### src/rtl/mux_arr_pkg.sv
// Shared types and the select decoder for the pipelined channel mux / OR-reducer.
package mux_arr_pkg;

    typedef enum logic {
        MODE_MUX = 1'b0,
        MODE_OR  = 1'b1
    } mux_mode_e;

    // Widest channel count the decoder supports; callers size-cast down to N_CH.
    localparam int MAX_CH = 64;

    function automatic logic [MAX_CH-1:0] onehot_dec(input int unsigned sel, input int unsigned n);
        logic [MAX_CH-1:0] gate;
        gate = '0;
        if (sel < n && sel < MAX_CH) begin
            gate[sel] = 1'b1;
        end
        return gate;
    endfunction

endpackage

### src/rtl/mux_arr_logic_pipe_and_or.sv
// Combinational AND-OR reducer: ORs together every channel whose gate bit is set.
module and_or_gate_arr #(
    parameter int N_CH = 4,
    parameter int W    = 2
) (
    input  logic [N_CH-1:0]        gate,
    input  logic [N_CH-1:0][W-1:0] data,
    output logic [W-1:0]           y
);

    // NOTE: always_comb targets get a default before any conditional/loop update so no latch is inferred.
    always_comb begin
        y = '0;
        for (int i = 0; i < N_CH; i++) begin
            y = y | (data[i] & {W{gate[i]}});
        end
    end

endmodule

### src/rtl/mux_arr_logic_pipe.sv
// Two-stage valid/ready pipeline: S1 captures data and a gate vector, S2 captures the reduced result.
module mux_arr_logic_pipe
    import mux_arr_pkg::*;
#(
    parameter  int N_CH  = 4,
    parameter  int W     = 2,
    localparam int SEL_W = $clog2(N_CH)
) (
    input  logic                   clk,
    input  logic                   rst,
    input  logic                   in_valid,
    output logic                   in_ready,
    input  logic [N_CH-1:0][W-1:0] in_data,
    input  logic [SEL_W-1:0]       in_sel,
    input  logic                   in_mode,
    output logic                   out_valid,
    input  logic                   out_ready,
    output logic [W-1:0]           out_data,
    output logic                   out_any,
    output logic                   out_err
);

    logic                   s1_valid_q, s1_valid_d;
    logic [N_CH-1:0][W-1:0] s1_data_q, s1_data_d;
    logic [N_CH-1:0]        s1_gate_q, s1_gate_d;
    logic                   s1_err_q, s1_err_d;
    mux_mode_e              s1_mode_q, s1_mode_d;

    logic                   out_valid_q, out_valid_d;
    logic [W-1:0]           out_data_q, out_data_d;
    logic                   out_any_q, out_any_d;
    logic                   out_err_q, out_err_d;

    logic                   s1_ready, s2_ready;
    logic [W-1:0]           reduced;
    mux_mode_e              mode;

    assign mode     = mux_mode_e'(in_mode);
    assign s2_ready = !out_valid_q || out_ready;
    assign s1_ready = !s1_valid_q || s2_ready;
    assign in_ready = s1_ready;

    always_comb begin
        s1_valid_d = s1_valid_q;
        s1_data_d  = s1_data_q;
        s1_gate_d  = s1_gate_q;
        s1_err_d   = s1_err_q;
        s1_mode_d  = s1_mode_q;
        if (s1_ready) begin
            s1_valid_d = in_valid;
            if (in_valid) begin
                s1_data_d = in_data;
                s1_mode_d = mode;
                if (mode == MODE_OR) begin
                    s1_gate_d = '1;
                    s1_err_d  = 1'b0;
                end else begin
                    // An out-of-range select decodes to an all-zero gate, forcing a zero result.
                    s1_gate_d = N_CH'(onehot_dec(32'(in_sel), N_CH));
                    s1_err_d  = int'(in_sel) >= N_CH;
                end
            end
        end
    end

    and_or_gate_arr #(
        .N_CH (N_CH),
        .W    (W)
    ) u_and_or (
        .gate (s1_gate_q),
        .data (s1_data_q),
        .y    (reduced)
    );

    always_comb begin
        out_valid_d = out_valid_q;
        out_data_d  = out_data_q;
        out_any_d   = out_any_q;
        out_err_d   = out_err_q;
        if (s2_ready) begin
            out_valid_d = s1_valid_q;
            if (s1_valid_q) begin
                out_data_d = reduced;
                out_any_d  = |reduced;
                out_err_d  = s1_err_q && (s1_mode_q == MODE_MUX);
            end
        end
    end

    // NOTE: sequential state uses non-blocking assignments so every flop samples pre-edge values.
    always_ff @(posedge clk or posedge rst) begin
        if (rst) begin
            s1_valid_q  <= 1'b0;
            s1_data_q   <= '0;
            s1_gate_q   <= '0;
            s1_err_q    <= 1'b0;
            s1_mode_q   <= MODE_MUX;
            out_valid_q <= 1'b0;
            out_data_q  <= '0;
            out_any_q   <= 1'b0;
            out_err_q   <= 1'b0;
        end else begin
            s1_valid_q  <= s1_valid_d;
            s1_data_q   <= s1_data_d;
            s1_gate_q   <= s1_gate_d;
            s1_err_q    <= s1_err_d;
            s1_mode_q   <= s1_mode_d;
            out_valid_q <= out_valid_d;
            out_data_q  <= out_data_d;
            out_any_q   <= out_any_d;
            out_err_q   <= out_err_d;
        end
    end

    assign out_valid = out_valid_q;
    assign out_data  = out_data_q;
    assign out_any   = out_any_q;
    assign out_err   = out_err_q;

endmodule

### config.mk
export PLATFORM = sky130hd
export DESIGN_NAME = mux_arr_logic_pipe
export DESIGN_NICKNAME = d
export VERILOG_FILES = /design/src/rtl/mux_arr_pkg.sv /design/src/rtl/mux_arr_logic_pipe_and_or.sv /design/src/rtl/mux_arr_logic_pipe.sv
export SDC_FILE = /design/constraint.sdc
export NUM_CORES = 1
export LEC_CHECK = 0
export ABC_AREA = 1
export CAP_MARGIN = 15
export CORE_MARGIN = 5
export CORE_UTILIZATION = 30
export DETAILED_ROUTE_END_ITERATION = 16
export GPL_TIMING_DRIVEN = 0
export MAX_ROUTING_LAYER = met4
export SLEW_MARGIN = 20
export SYNTH_ARGS = -nofsm -noshare
export SYNTH_HDL_FRONTEND = slang
export SYNTH_SLANG_ARGS = --single-unit
### constraint.sdc
create_clock -name clk -period 1.68 [get_ports clk]
set_clock_uncertainty 0.05 [all_clocks]
set_input_delay 0.168 -clock clk [delete_from_list [all_inputs] [get_ports clk]]
set_output_delay 0.168 -clock clk [all_outputs]
set_load 0.05 [all_outputs]
==> run metrics <==
DR WL met2=approximately 710 um; GR Util All Layers=0.09002; Crit Path Max Fanout=3; layout cells sized above 1=0.06195; RSZ-0062 raised after global routing=false; uppermost layer routed=met3; Critical Path RT=1460 ps; Syn Inst Count=90; commonest non-fill, non-tap cell in the layout=nand2_1; clk_lat worst skew=280 ps; Avg Inst Size Synth=roughly 8.2 um^2; routed vias/inst=4.224; Switching Fraction=0.3657; Final Power=1.121 mW; Slew @ Worst Pin=640.6 ps; Storage cell area=~430 um^2; Final period util=0.9303; register area share after synthesis=0.5772; PD cells=1130 mW/mm^2; Diodes inserted=0; Rel. slew slack=0.5725; Clock transition at path regs=90 ps; Static Leak=0.5324 nW; Pre-antenna DRT Iters=3; CTS tree=built; die height=59.57 um; R2R Path End=s1_data_q[7]$_DFFE_PP0P_; Final Setup Violations=0; pin count of the biggest net entering global routing=18; vias in the first global route=589; RR Startpoint=out_valid$_DFFE_PP0P_; routed vias=slightly above 600; Int Pwr=0.7111 mW; # port buffers=19; synthesized area=737.0 um^2; clock buffer depth=2; Core Footprint=0.002410 mm^2; Psw=0.4100 mW; Warnings, synthesis=0; post-route ant nets=0; initial core utilization=0.3058; reg2reg setup slack=600 ps; post-DP HPWL=1.064 mm; Final min period=1563 ps; Syn Nets=105; Die ar.=0.003548 mm^2; Die X=59.57 um; M1 WL=603 um; Critical Path AT=between 1000 and 1500 ps; first-pass GRT wire length=2.380 mm; Yosys reg bits=17; Rows=18; Core Util, Final=0.4117; final hold violations=0; Met3 Wirelength=73 um; Clock Root Buffer=clkbuf_4; Top-Level Pins=21; CP startpoint kind=flip-flop; fillers=259; power share of the clock group=0.187; GRT overflow=0; number of DRC markers in iteration 0=7; combinational power share=0.335; R2R cell count=5; CP Class=reg2out; Clock Sinks=17; most frequent cells in the layout=50 x nand2_1, 17 x dfrtp_1, 14 x clkdlybuf4s50_1, 6 x inv_1, 5 x o21ai_0; Flop pwr share=0.478; Pins Over Slew Limit=0; Critical Path Sink Type=output port; final WL=1.383 mm; HP Class=in2async; Layout area overhead=34.63%; Max Fclk=639.9 MHz; maximum VDD drop=0.4361 mV; Routed wire per std cell=9.671 um; status=finished, final reports clean; initial antenna violation count=0; footprint of the multi-input gates=~270 um^2; Num CTS Buffers=3; Layout Nets=129; # DRC=0; max-capacitance violation count=0; CTS H-tree depth=1; library cells used by synthesis=12; GPL Wtd Cong=0.7476
metrics by stage:
stage | TNS, ps | area, um^2 | hold WS [ps] | setup slack, ps | std cells
floorplan | 0 | 737.0 | 44.07 | 22.31 | 90
global placement | -131.6 | 964.7 | 414.7 | -131.6 | 139
detailed placement | -137.2 | 964.7 | 416.5 | -137.2 | 139
CTS | 0 | 987.2 | 236.7 | 0.06095 | 143
global route | 0 | 992.2 | 282.2 | 51.25 | 143
finish | 0 | 992.2 | 216.8 | 117.2 | 143
area by class of cell:
cell class / count / share of cell area
buffer: 2 / 0.01892
inverter: 6 / 0.02270
sequential: 17 / 0.4288
tap: 30 / 0.03783
multi-input combinational: 65 / 0.2724
timing repair buffer: 19 / 0.1929
clock buffer: 4 / 0.02648
timing repair:
item | CTS | global route
buffers inserted | 0 | 0
hold buffers | 0 | 0
gates resized for setup | 3 | 2
endpoints found under the setup margin | 3 | 2
worst max-delay path by stage:
stage / startpoint / to / slack, ps / cells past startpoint
floorplan: out_valid$_DFFE_PP0P_ / s1_data_q[0]$_DFFE_PP0P_ / 20 / 5
global placement: out_ready / in_ready / -130 / 4
detailed placement: out_ready / in_ready / -140 / 4
CTS: out_data[1]$_DFFE_PP0P_ / out_data[1] / 0.06 / 1
global route: out_valid$_DFFE_PP0P_ / in_ready / 50 / 2
finish: out_valid$_DFFE_PP0P_ / in_ready / 120 / 2
synthesized netlist by cell type:
library cell	number	area share
nand2_1	50	0.25
dfrtp_1	17	0.58
inv_1	6	0.031
o21ai_0	5	0.034
a21oi_1	4	0.027
nor2_1	2	0.010
buf_4	1	0.010
buf_6	1	0.015
conb_1	1	0.0051
nand2_4	1	0.015
nand3_2	1	0.014
o21ai_1	1	0.0068
state kept, by name, summed over array words and instances (netlist names):
name / count
out_any: 1
out_data: 2
out_valid: 1
s1_data_q: 8
s1_gate_q: 4
s1_valid_q: 1
worst max-delay path: stages (launching register included):
cell and delay [ps]:
dfrtp_1 410, nand3_2 120, dlygate4sd2_1 540
per-layer routing:
metal  global-route usage  vias to the layer above
met5                    -                        -
met4              0.02848                        0
met3              0.01961                        0
met2               0.1482                       10
met1               0.1096                      274
li1                     -                      320
logic make-up after synthesis:
logic type,synth area share
AO/OA/AOI/OAI,0.06790
buffers and inverters,0.05603
flip-flops,0.5773
other,0.005088
AND/OR/NAND/NOR,0.2937
power groups by stage:
stage,clock (mW),combinational (mW),sequential (mW)
after floorplan,0,0.143,0.653
final,0.209,0.376,0.536
after global routing,0.238,0.418,0.548
after detailed placement,0,0.396,0.547
after global placement,0,0.390,0.543
after CTS,0.224,0.385,0.539
(Power assumes the default switching activity.)
==> edit 1, RTL diff (config.mk and constraints unchanged) <==
Take the reset off `s1_data_q` and load it in a clocked block of its own.
--- a/src/rtl/mux_arr_logic_pipe.sv
+++ b/src/rtl/mux_arr_logic_pipe.sv
@@ -93,3 +93,2 @@
             s1_valid_q  <= 1'b0;
-            s1_data_q   <= '0;
             s1_gate_q   <= '0;
@@ -103,3 +102,2 @@
             s1_valid_q  <= s1_valid_d;
-            s1_data_q   <= s1_data_d;
             s1_gate_q   <= s1_gate_d;
@@ -114,2 +112,6 @@
 
+    always_ff @(posedge clk) begin
+        s1_data_q <= s1_data_d;
+    end
+
     assign out_valid = out_valid_q;
Check against the original RTL: same outputs for any inputs over 10 cycles, from zero or initial values and one cycle with rst high; that may be too few to reach the edited logic, so the function may still have changed.
==> edit 1 against the original RTL <==
- cell area shrank 5.0%
- setup slack worse by 0.0081 ns
- area after synthesis shrank 8.0%
- maximum frequency decreased by 0.52%
- sequential cell count stayed put
- power is 5.0% lower
- wire length shrank 18%
- die area down 6.7%
- critical endpoint unchanged
- largest cell class unchanged
- largest power group unchanged
==> edit 1: results (changes against the original RTL) <==
detailed_routing:
  viasPerCell: 4.16  # was 4.22
  routed-wl-met2_um: 535  # was 705 µm
  m1WireLength_um: 490  # was 603 µm
  drtIter0Drc: 4  # was 7
  wl_met3_um: 112  # was 73 µm
  routed_wl_um: 1140  # was 1380 µm
  firstDrtPassIters: 4  # was 3
global_routing:
  globalRouteMet2Util_pct: 12.4  # was 14.8%
  first_global_vias: 502  # was 589
  grt_max_degree: 11  # was 18
  use_met1_pct: 8.46  # was 11.0%
  track_usage_pct: 7.87  # was 9.00%
  grt.met3_usage_pct: 2.49  # was 1.96%
critical_path:
  r2r_slack_ns: 0.45  # was 0.60 ns
  crit_start: "s1_valid_q$_DFFE_PP0P_"  # was out_valid$_DFFE_PP0P_
  rr_worst_depth: 3  # was 5
  rr_endpoint: "s1_data_q[0]$_DFFE_PP_"  # was s1_data_q[7]$_DFFE_PP0P_
pwr:
  netSwitchingPower_mw: 0.358  # was 0.410 mW
  p_leak_nw: 0.442  # was 0.532 nW
  powerComb_mw: 0.318  # was 0.376 mW
  ir_drop_mv: 0.656  # was 0.436 mV
synthesis:
  yosysSeqAreaShare_pct: 68.6  # was 57.7%
  synth_edf_count: 8  # was 0
  synth_nets: 80  # was 105
  synthArstFlopShare_pct: 52.9  # was 100%
  yosys-top-cells-area: "edfxtp_1 35%, dfrtp_1 33%, nand2_1 14%"  # was dfrtp_1 58%, nand2_1 25%, o21ai_0 3.4%
place:
  place_congestion: 0.658  # was 0.748
  placed_area_um2: 911  # was 965 µm²
  dp_hpwl_um: 953  # was 1060 µm
finish:
  seqCellArea_um2: 465  # was 425 µm²
  nFillCells: 232  # was 259
  multi_input_cells: 41  # was 65
  buf_share_pct: 21.5  # was 21.2%
  num-nets-final: 104  # was 129
  drive_gt1_share_pct: 7.95  # was 6.19%
  area_share_clock_buf_inv_pct: 2.79  # was 2.65%
  multi_input_area_um2: 190  # was 270 µm²
floorplanning:
  core_area_um2: 2190  # was 2410 µm²
run_status:
  status: "complete, no violations"  # unchanged
==> edit 1: logic make-up (layout without fill, tap and decap cells) <==
logic type | after synthesis | in the layout | share of synthesized area, %
other | 1 | 1 | 0.553
AO/OA/AOI/OAI | 10 | 10 | 7.38
buffers and inverters | 7 | 30 | 4.43
AND/OR/NAND/NOR | 30 | 30 | 19.0
flip-flops | 17 | 17 | 68.6
==> edit 1: stage by stage <==
stage | hold slack (ns) | std cells | util (%) | power [mW] | worst slack, ns
final | 0.0839 | 116 | 43.0 | 1.06 | 0.109
after global routing | 0.109 | 116 | 43.0 | 1.12 | 0.0633
after CTS | 0.0887 | 116 | 42.7 | 1.09 | 0.00869
after detailed placement | 0.406 | 112 | 41.6 | 0.880 | -0.127
after global placement | 0.401 | 112 | 41.6 | 0.872 | -0.111
after floorplan | -0.0541 | 65 | - | 0.753 | 0.101
==> edit 1: what timing repair did <==
item                       4_1_cts  5_1_grt
resized for setup                2        3
hold endpoints to repair         0        0
setup buffers                    0        0
setup endpoints to repair        2        3
==> edit 2, RTL diff (same settings) <==
Made on the original files. `N_CH` is set to 4 in 2 places; all go to 16.
--- a/src/rtl/mux_arr_logic_pipe_and_or.sv
+++ b/src/rtl/mux_arr_logic_pipe_and_or.sv
@@ -2,3 +2,3 @@
 module and_or_gate_arr #(
-    parameter int N_CH = 4,
+    parameter int N_CH = 16,
     parameter int W    = 2
--- a/src/rtl/mux_arr_logic_pipe.sv
+++ b/src/rtl/mux_arr_logic_pipe.sv
@@ -4,3 +4,3 @@
 #(
-    parameter  int N_CH  = 4,
+    parameter  int N_CH  = 16,
     parameter  int W     = 2,
Interface: changed (resized in_data and in_sel); port bits go from 21 to 47. No check against the original RTL was run, so the function may have changed too.
==> edit 2 against the original RTL <==
- wire length grew to 4.2 times the old value
- sequential share of layout area is 0.37 points lower
- sequential cell count is 36 higher
- power grew to 2.9 times the old value
- cell area grew to 3.1 times the old value
- global-route usage is 3.9 points higher
- clock power grew to 4.4 times the old value
- hold slack hardly changed
- synthesized cell count grew to 3.5 times the old value
- via count grew to 3.4 times the old value
- area after synthesis grew to 3.2 times the old value
- critical path depth stayed put
- setup slack worse by 0.023 ns
- critical endpoint unchanged
==> edit 2: results (changes against the original RTL) <==
run_status:
  status: "complete, no violations"  # unchanged
place:
  place_inst: 465  # was 139
  dp_hpwl_um: 4430  # was 1060 µm
  post-place-ws_ns: -0.109  # was -0.137 ns
global_routing:
  track_usage_pct: 12.9  # was 9.00%
  first_global_vias: 2072  # was 589
  globalRouteMet2Util_pct: 20.3  # was 14.8%
  grt.met3_usage_pct: 2.59  # was 1.96%
  grt_pass1_wl_um: 9800  # was 2380 µm
finish:
  multi_input_cells: 243  # was 65
  drive_gt1_share_pct: 6.47  # was 6.19%
  sh_seq_area_pct: 42.5  # was 42.9%
  stdcell_area_um2: 3120  # was 992 µm²
  buffers: 58  # was 21
  nFillCells: 829  # was 259
clock_network:
  htree_levels: 2  # was 1
  cts_root_buffer: "clkbuf_8"  # was clkbuf_4
detailed_routing:
  wire_per_inst_um: 12.3  # was 9.67 µm
  routed-wl-met2_um: 2720  # was 705 µm
  vias: 2040  # was 604
  m1WireLength_um: 2790  # was 603 µm
  firstDrtPassIters: 4  # was 3
synthesis:
  post_synth.cell_area_avg_um2: 7.55  # was 8.19 µm²
  synth_nets: 358  # was 105
  ys_types: 15  # was 12
pwr:
  powerComb_mw: 0.751  # was 0.376 mW
  p_clk_mw: 0.914  # was 0.209 mW
## edit 2: cell types whose count changed in the layout (fill, tap and decap cells not counted), sizes merged, moves of 3 or more
cell / delta
dfrtp: +36
nand2: +161
buf: +10
clkbuf: +3
clkdlybuf4s50: +26
a21oi: -4
nor2: +8
o21ai: +12
inv: +3
## edit 2: final timing paths
check                                           from  slack, ns                   endpoint
setup / recovery               out_valid$_DFFE_PP0P_       0.09                   in_ready
hold / removal                                   rst       0.22  s1_data_q[23]$_DFFE_PP0P_
setup reg to reg            s1_gate_q[0]$_DFFE_PP0P_       0.42        out_any$_DFFE_PP0P_
hold reg to reg            s1_data_q[20]$_DFFE_PP0P_       0.44  s1_data_q[20]$_DFFE_PP0P_
max in group asynchronous                        rst       0.82   s1_gate_q[4]$_DFFE_PP0P_
min in group clk                          in_data[2]       0.33   s1_data_q[2]$_DFFE_PP0P_
